### src/rtl/sd_cmd_seq.sv
// sd_cmd_seq: one-strobe SD command sequencer in front of sdspi.
// Writes arg and cmd, polls busy, reads data, then reports R1/data/error.
module sd_cmd_seq #(
    parameter int          BUSY_BIT   = 14,
    parameter logic [15:0] POLL_LIMIT = 16'd4095,
    parameter logic [7:0]  ACK_LIMIT  = 8'd63
) (
    input  logic        clk,
    input  logic        reset,
    input  logic        i_start,
    input  logic [5:0]  i_cmd,
    input  logic [31:0] i_arg,
    input  logic        i_abort,
    output logic        o_busy,
    output logic        o_done,
    output logic [1:0]  o_err,
    output logic [7:0]  o_r1,
    output logic [31:0] o_resp,
    output logic        o_wb_cyc,
    output logic        o_wb_stb,
    output logic        o_wb_we,
    output logic [1:0]  o_wb_addr,
    output logic [31:0] o_wb_data,
    input  logic        i_wb_ack,
    input  logic [31:0] i_wb_data
);

    typedef enum logic [2:0] {
        IDLE,
        WR_ARG,
        WR_CMD,
        POLL,
        RD_DATA,
        DONE
    } state_t;

    localparam logic [1:0] ERR_OK    = 2'b00;
    localparam logic [1:0] ERR_POLL  = 2'b01;
    localparam logic [1:0] ERR_ACK   = 2'b10;
    localparam logic [1:0] ERR_ABORT = 2'b11;

    localparam logic [1:0] ADDR_CMD  = 2'd0;
    localparam logic [1:0] ADDR_DATA = 2'd1;

    state_t      state;
    logic [5:0]  cmd_q;
    logic [31:0] arg_q;
    logic        stb;
    logic        abort_pend;
    logic [15:0] poll_cnt;
    logic [7:0]  ack_cnt;

    logic [15:0] poll_cnt_nxt;
    logic [7:0]  ack_cnt_nxt;
    logic        ack_expire;
    logic        stop_req;
    logic        slave_busy;
    logic [31:0] cmd_word;

    // cyc and stb are one and the same strobe register
    assign o_wb_cyc = stb;
    assign o_wb_stb = stb;

    // Saturating counter steps so neither counter can ever wrap
    assign poll_cnt_nxt = (poll_cnt == 16'hFFFF) ? poll_cnt : poll_cnt + 16'd1;
    assign ack_cnt_nxt  = (ack_cnt == 8'hFF) ? ack_cnt : ack_cnt + 8'd1;

    // Watchdog fires on the last strobe cycle allowed without an ack
    assign ack_expire = (ack_cnt_nxt == ACK_LIMIT);

    // An abort seen now or earlier in this transaction ends it on ack
    assign stop_req   = abort_pend | i_abort;
    assign slave_busy = i_wb_data[BUSY_BIT];

    // sdspi command byte carries the 01 start/transmission prefix
    assign cmd_word = {24'h0, 2'b01, cmd_q};

    // Sequencer: all bus and result outputs are registered here
    always_ff @(posedge clk or negedge reset) begin
        if (!reset) begin
            state      <= IDLE;
            cmd_q      <= '0;
            arg_q      <= '0;
            stb        <= 1'b0;
            abort_pend <= 1'b0;
            poll_cnt   <= '0;
            ack_cnt    <= '0;
            o_busy     <= 1'b0;
            o_done     <= 1'b0;
            o_err      <= '0;
            o_r1       <= '0;
            o_resp     <= '0;
            o_wb_we    <= 1'b0;
            o_wb_addr  <= '0;
            o_wb_data  <= '0;
        end else begin
            o_done <= 1'b0;
            unique case (state)
                IDLE: begin
                    if (i_start) begin
                        cmd_q      <= i_cmd;
                        arg_q      <= i_arg;
                        o_err      <= ERR_OK;
                        o_r1       <= '0;
                        o_resp     <= '0;
                        o_busy     <= 1'b1;
                        poll_cnt   <= '0;
                        ack_cnt    <= '0;
                        abort_pend <= 1'b0;
                        stb        <= 1'b1;
                        o_wb_we    <= 1'b1;
                        o_wb_addr  <= ADDR_DATA;
                        o_wb_data  <= i_arg;
                        state      <= WR_ARG;
                    end
                end

                DONE: begin
                    state <= IDLE;
                end

                default: begin
                    if (!stb) begin
                        // Gap cycle: nothing in flight, abort is immediate
                        if (i_abort) begin
                            o_err  <= ERR_ABORT;
                            o_busy <= 1'b0;
                            o_done <= 1'b1;
                            state  <= DONE;
                        end else begin
                            stb        <= 1'b1;
                            ack_cnt    <= '0;
                            abort_pend <= 1'b0;
                            unique case (state)
                                WR_ARG: begin
                                    o_wb_we   <= 1'b1;
                                    o_wb_addr <= ADDR_DATA;
                                    o_wb_data <= arg_q;
                                end
                                WR_CMD: begin
                                    o_wb_we   <= 1'b1;
                                    o_wb_addr <= ADDR_CMD;
                                    o_wb_data <= cmd_word;
                                end
                                POLL: begin
                                    o_wb_we   <= 1'b0;
                                    o_wb_addr <= ADDR_CMD;
                                    o_wb_data <= '0;
                                end
                                RD_DATA: begin
                                    o_wb_we   <= 1'b0;
                                    o_wb_addr <= ADDR_DATA;
                                    o_wb_data <= '0;
                                end
                                default: begin
                                    stb <= 1'b0;
                                end
                            endcase
                        end
                    end else if (i_wb_ack) begin
                        // Transaction complete: strobe drops for the gap
                        stb       <= 1'b0;
                        o_wb_we   <= 1'b0;
                        o_wb_addr <= '0;
                        o_wb_data <= '0;
                        unique case (state)
                            WR_ARG: begin
                                if (stop_req) begin
                                    o_err  <= ERR_ABORT;
                                    o_busy <= 1'b0;
                                    o_done <= 1'b1;
                                    state  <= DONE;
                                end else begin
                                    state <= WR_CMD;
                                end
                            end
                            WR_CMD: begin
                                if (stop_req) begin
                                    o_err  <= ERR_ABORT;
                                    o_busy <= 1'b0;
                                    o_done <= 1'b1;
                                    state  <= DONE;
                                end else begin
                                    state <= POLL;
                                end
                            end
                            POLL: begin
                                o_r1 <= i_wb_data[7:0];
                                if (stop_req) begin
                                    o_err  <= ERR_ABORT;
                                    o_busy <= 1'b0;
                                    o_done <= 1'b1;
                                    state  <= DONE;
                                end else if (!slave_busy) begin
                                    state <= RD_DATA;
                                end else if (poll_cnt_nxt == POLL_LIMIT) begin
                                    poll_cnt <= poll_cnt_nxt;
                                    o_err    <= ERR_POLL;
                                    o_busy   <= 1'b0;
                                    o_done   <= 1'b1;
                                    state    <= DONE;
                                end else begin
                                    poll_cnt <= poll_cnt_nxt;
                                end
                            end
                            RD_DATA: begin
                                o_resp <= i_wb_data;
                                o_err  <= stop_req ? ERR_ABORT : ERR_OK;
                                o_busy <= 1'b0;
                                o_done <= 1'b1;
                                state  <= DONE;
                            end
                            default: begin
                                state <= IDLE;
                            end
                        endcase
                    end else if (ack_expire) begin
                        // Slave went silent: give up, timeout beats abort
                        stb       <= 1'b0;
                        o_wb_we   <= 1'b0;
                        o_wb_addr <= '0;
                        o_wb_data <= '0;
                        o_err     <= ERR_ACK;
                        o_busy    <= 1'b0;
                        o_done    <= 1'b1;
                        state     <= DONE;
                    end else begin
                        ack_cnt <= ack_cnt_nxt;
                        if (i_abort) begin
                            abort_pend <= 1'b1;
                        end
                    end
                end
            endcase
        end
    end

endmodule

### config.mk
export PLATFORM = sky130hd
export DESIGN_NAME = sd_cmd_seq
export DESIGN_NICKNAME = d
export VERILOG_FILES = /design/src/rtl/sd_cmd_seq.sv
export SDC_FILE = /design/constraint.sdc
export NUM_CORES = 1
export LEC_CHECK = 0
export CAP_MARGIN = 20
export CORE_MARGIN = 2
export CORE_UTILIZATION = 33
export DETAILED_ROUTE_END_ITERATION = 16
export GPL_TIMING_DRIVEN = 0
export PLACE_DENSITY_LB_ADDON = 0.05
export SLEW_MARGIN = 20
export SYNTH_ARGS = -nofsm -noshare
export SYNTH_HDL_FRONTEND = slang
export SYNTH_SLANG_ARGS = --single-unit
### constraint.sdc
create_clock -name clk -period 2.8 [get_ports clk]
set_input_delay 0.28 -clock clk [delete_from_list [all_inputs] [get_ports clk]]
set_output_delay 0.28 -clock clk [all_outputs]
set_load 0.005 [all_outputs]
==> impl_results.html <==
<table>
<tr><th>Metric</th><th>Value</th></tr>
<tr><th colspan="2">Detailed routing</th></tr>
<tr><td>Total iterations of the first detailed-routing run</td><td>5</td></tr>
<tr><td>Post-route ant nets</td><td>0</td></tr>
<tr><td>First-iteration detailed-routing DRC count</td><td>287</td></tr>
<tr><td>Routed wire length</td><td>between 15000 and 20000 um</td></tr>
<tr><td>Vias post-DR</td><td>5955</td></tr>
<tr><td>Detailed-route vias per instance</td><td>5.15</td></tr>
<tr><td>Per-cell routed wire length</td><td>17.0 um</td></tr>
<tr><td>DRC violations left</td><td>0</td></tr>
<tr><th colspan="2">Global routing</th></tr>
<tr><td>GRT Residual Overflow</td><td>0</td></tr>
<tr><td>Initial antenna violation count</td><td>0</td></tr>
<tr><td>Total global-route track usage</td><td>0.176</td></tr>
<tr><td>Vias in the first global route</td><td>6005</td></tr>
<tr><td>Global-route wire length before repair</td><td>31700 um</td></tr>
<tr><td>Maximum number of pins on one net before global-route repair</td><td>83</td></tr>
<tr><th colspan="2">Timing</th></tr>
<tr><td>Worst rel slew slack</td><td>0.536</td></tr>
<tr><td>Achievable clock frequency</td><td>around 380 MHz</td></tr>
<tr><td>Post-route setup TNS</td><td>0 ns</td></tr>
<tr><td>Clock Skews</td><td>0.0114 ns</td></tr>
<tr><td>Count of final setup violators</td><td>0</td></tr>
<tr><td>Number of hold violations in the final report</td><td>0</td></tr>
<tr><td>Final worst path period share</td><td>0.929</td></tr>
<tr><td>PnR worst setup slack</td><td>0.199 ns</td></tr>
<tr><td>Final max-slew violation count</td><td>0</td></tr>
<tr><td>Final hold slack</td><td>0.400 ns</td></tr>
<tr><td>Setup repair after global routing missed its margin</td><td>false</td></tr>
<tr><td>Minimum clock period after layout</td><td>~2.6 ns</td></tr>
<tr><td>Worst Max-Slew Pin Slew</td><td>0.696 ns</td></tr>
<tr><th colspan="2">Finish</th></tr>
<tr><td>Storage element area</td><td>0.00363 mm^2</td></tr>
<tr><td>Final instance area</td><td>0.00971 mm^2</td></tr>
<tr><td>Commonest non-fill, non-tap cell in the layout</td><td>clkdlybuf4s50_1</td></tr>
<tr><td>Final non-filler cell total</td><td>1157</td></tr>
<tr><td>Layout cells sized above 1</td><td>0.146</td></tr>
<tr><td>Number of nets at the end of the flow</td><td>947</td></tr>
<tr><td>Layout filler cell count</td><td>1986</td></tr>
<tr><td>Antenna fix cells</td><td>0</td></tr>
<tr><td>Multi-input gate area in the final layout</td><td>0.00328 mm^2</td></tr>
<tr><td>Area added between synthesis and finish</td><td>35.7%</td></tr>
<tr><td>Commonest non-fill, non-tap cells in the layout</td><td>clkdlybuf4s50_1, dfrtp_1, nand2_1, o21ai_0, mux2_2</td></tr>
<tr><th colspan="2">Synth</th></tr>
<tr><td>Distinct cells, synth</td><td>68</td></tr>
<tr><td>Area share of and/or/nand/nor cells after synthesis</td><td>0.138</td></tr>
<tr><td>Main area contributors after synthesis</td><td>dfrtp_1, mux2_2, nand2_1</td></tr>
<tr><td>Mean Syn Cell Area</td><td>10.3 um^2</td></tr>
<tr><td>Async SR Flop Fraction</td><td>1.00</td></tr>
<tr><td>Top-area cell type share of the netlist area</td><td>0.507</td></tr>
<tr><td>Cells after Synth</td><td>694</td></tr>
<tr><td>Mux cell area share after synthesis</td><td>0.126</td></tr>
<tr><td>Post-synthesis net count</td><td>771</td></tr>
<tr><td>Post-synthesis adder-cell area fraction</td><td>0.00629</td></tr>
<tr><td>Warnings from Yosys</td><td>0</td></tr>
<tr><td>Number of synthesized flops with an enable pin</td><td>0</td></tr>
<tr><td>Cell type contributing the most total cell area after synthesis</td><td>dfrtp_1</td></tr>
<tr><td>Portion of the post-synthesis area used by sequential elements</td><td>0.507</td></tr>
<tr><td>Post-Synth XOR/XNOR Area</td><td>0.00122</td></tr>
<tr><td>Top FF cell, synth</td><td>dfrtp_1</td></tr>
<tr><td>Largest family of logic cells by synthesized area</td><td>compound AO/OA/AOI/OAI gates</td></tr>
<tr><td>Synth Area in Compound Gates</td><td>0.178</td></tr>
<tr><td>Mapped cell area</td><td>0.00716 mm^2</td></tr>
<tr><td>Post-synthesis register bit count</td><td>145</td></tr>
<tr><th colspan="2">Floorplan</th></tr>
<tr><td>Die Span Y</td><td>151 um</td></tr>
<tr><td>Core region area</td><td>0.0212 mm^2</td></tr>
<tr><td>Full die area</td><td>approximately 0.023 mm^2</td></tr>
<tr><td>Number of primary I/O pins</td><td>156</td></tr>
<tr><td>Die span in x</td><td>roughly 150 um</td></tr>
<tr><td>Number of rows created at floorplan</td><td>53</td></tr>
<tr><td>Initial Util</td><td>0.338</td></tr>
<tr><th colspan="2">Place</th></tr>
<tr><td>Worst slack, placed</td><td>-0.334 ns</td></tr>
<tr><td>Count of buffers from port buffering</td><td>154</td></tr>
<tr><td>GP Congestion</td><td>between 0.8 and 0.9</td></tr>
<tr><td>Cell total after placement</td><td>about 1100</td></tr>
<tr><td>Placed Instance Area</td><td>0.00908 mm^2</td></tr>
<tr><td>HPWL after DPL</td><td>14000 um</td></tr>
<tr><th colspan="2">Power and ir drop</th></tr>
<tr><td>Ratio of total power to cell area</td><td>about 1100 mW/mm^2</td></tr>
<tr><td>Reported leakage power</td><td>4.13 nW</td></tr>
<tr><td>Maximum vdd drop</td><td>0.000519 V</td></tr>
<tr><th colspan="2">CTS</th></tr>
<tr><td>TritonCTS clock tree</td><td>done</td></tr>
<tr><td>Clock Pin Slew Worst Setup and Hold Paths</td><td>approximately 0.06 ns</td></tr>
<tr><td>Clk Tree Root Cell</td><td>clkbuf_16</td></tr>
<tr><td>Worst skew pair latency</td><td>0.41 ns</td></tr>
<tr><td>Clock Tree Buf Depth</td><td>2</td></tr>
<tr><td>Clock net sink count</td><td>approximately 150</td></tr>
<tr><td>Cts bufs inserted</td><td>17</td></tr>
<tr><td>CTS H-tree lvls</td><td>4</td></tr>
<tr><th colspan="2">Worst setup path</th></tr>
<tr><td>Req. time, crit path</td><td>3.09 ns</td></tr>
<tr><td>Critical setup path kind</td><td>reg -&gt; reg</td></tr>
<tr><td>Worst Setup End Kind</td><td>flip-flop</td></tr>
<tr><td>Startpoint Class</td><td>flip-flop</td></tr>
<tr><td>Highest net fanout along the worst path</td><td>10</td></tr>
<tr><td>Arrival time of the worst setup path</td><td>2.90 ns</td></tr>
<tr><th colspan="2">Status</th></tr>
<tr><td>Result of the run</td><td>finished clean</td></tr>
<tr><th colspan="2">Job</th></tr>
<tr><td>Max-cap violations</td><td>0</td></tr>
<tr><th colspan="2">Worst hold path</th></tr>
<tr><td>Path category of the worst min-delay check</td><td>in -&gt; async</td></tr>
</table>
-- where the power goes --
group | switching (W) | internal [W] | total (W)
Clock | 0.000869 | 0.00129 | 0.00216
Combinational | 0.00239 | 0.00257 | 0.00496
Sequential | 0.000464 | 0.00294 | 0.00341
-- cells by family (layout without fill, tap and decap cells) --
kind of cell / Yosys count / after routing
AO/OA/AOI/OAI: 183 / 183
XOR/XNOR: 1 / 1
adder cells (fa/ha/maj): 4 / 4
buffers and inverters: 72 / 260
flip-flops: 145 / 145
multiplexers: 74 / 74
other: 1 / 1
AND/OR/NAND/NOR: 214 / 214
-- critical path, stage by stage, from the launching register on --
cell and delay [ns]:
dfrtp_1 0.44, ha_4 0.20, nand4_1 0.13, a211o_1 0.33, a221oi_4 0.40, nor2_4 0.10, o211ai_2 0.11, o311ai_4 0.23
buf_6 0.25, mux2_4 0.30
-- path summary, 6_finish.rpt --
check	from	end	slack, ns	depth (start not counted)
setup / recovery	ack_cnt[1]$_DFFE_PN0P_	o_wb_data[29]$_DFFE_PN0P_	0.20	9
hold / removal	reset	o_resp[30]$_DFFE_PN0P_	0.40	2
setup reg to reg	ack_cnt[1]$_DFFE_PN0P_	o_wb_data[29]$_DFFE_PN0P_	0.20	9
hold reg to reg	o_resp[6]$_DFFE_PN0P_	o_resp[6]$_DFFE_PN0P_	0.48	2
max in group asynchronous	reset	o_wb_data[29]$_DFFE_PN0P_	1.61	3
min in group clk	i_wb_data[8]	o_resp[8]$_DFFE_PN0P_	0.42	3
-- synthesized netlist by cell type (all sizes together), types with 3 or more instances --
cell type,count
o21ai,71
mux2,63
and2,6
a222oi,6
nor3,6
o31ai,8
inv,22
o22a,4
a22o,27
nor4b,3
a31oi,8
nand2,101
a21o,5
a32o,3
or3,3
clkbuf,34
buf,15
or2,3
mux2i,11
nand3,27
a21oi,22
nand2b,5
nor2,38
a221oi,3
a41oi,4
o211ai,4
dfrtp,145
nor4,3
nand4,12
-- metal layers --
layer | routed length [um] | global-route usage | vias up
met5 | 0 | 0 | -
li1 | - | - | 2851
met4 | 197 | 0.0523 | 0
met3 | 1550 | 0.0473 | 12
met2 | 8920 | 0.279 | 189
met1 | 8970 | 0.236 | 2903
-- final cells by class --
class / count / area share
Sequential cell: 145 / 0.374
Multi-Input combinational cell: 477 / 0.337
Timing Repair Buffer: 157 / 0.164
Clock buffer: 23 / 0.0492
Tap cell: 275 / 0.0354
Buffer: 49 / 0.0233
Inverter: 23 / 0.00889
Clock inverter: 8 / 0.00824
-- timing repair --
action	4_1_cts	5_1_grt
hold buffers	1	0
setup endpoints to repair	12	48
hold endpoints to repair	63	0
pin swaps	0	2
gates resized for setup	5	9
setup buffers	0	1
cloned	0	0
-- per-stage QoR --
| stage | total power (W) | utilization |
|---|---|---|
| 5_1_grt | 0.0113 | 0.459 |
| 2_1_floorplan | 0.00637 | - |
| 3_5_place_dp | 0.00838 | 0.429 |
| 4_1_cts | 0.0106 | 0.457 |
| 3_3_place_gp | 0.00829 | 0.428 |
| 6_report | 0.0105 | 0.459 |
-- registers in the layout, summed over array words and instances (netlist names) --
signal and cells:
poll_cnt 16, o_r1 8, o_wb_cyc 1, ack_cnt 8
o_err 2, o_busy 1, abort_pend 1, cmd_q 6
o_resp 32, o_wb_we 1, arg_q 32, o_wb_addr 1
o_done 1, state 3, o_wb_data 32
Power figures use the tool's default switching activity.
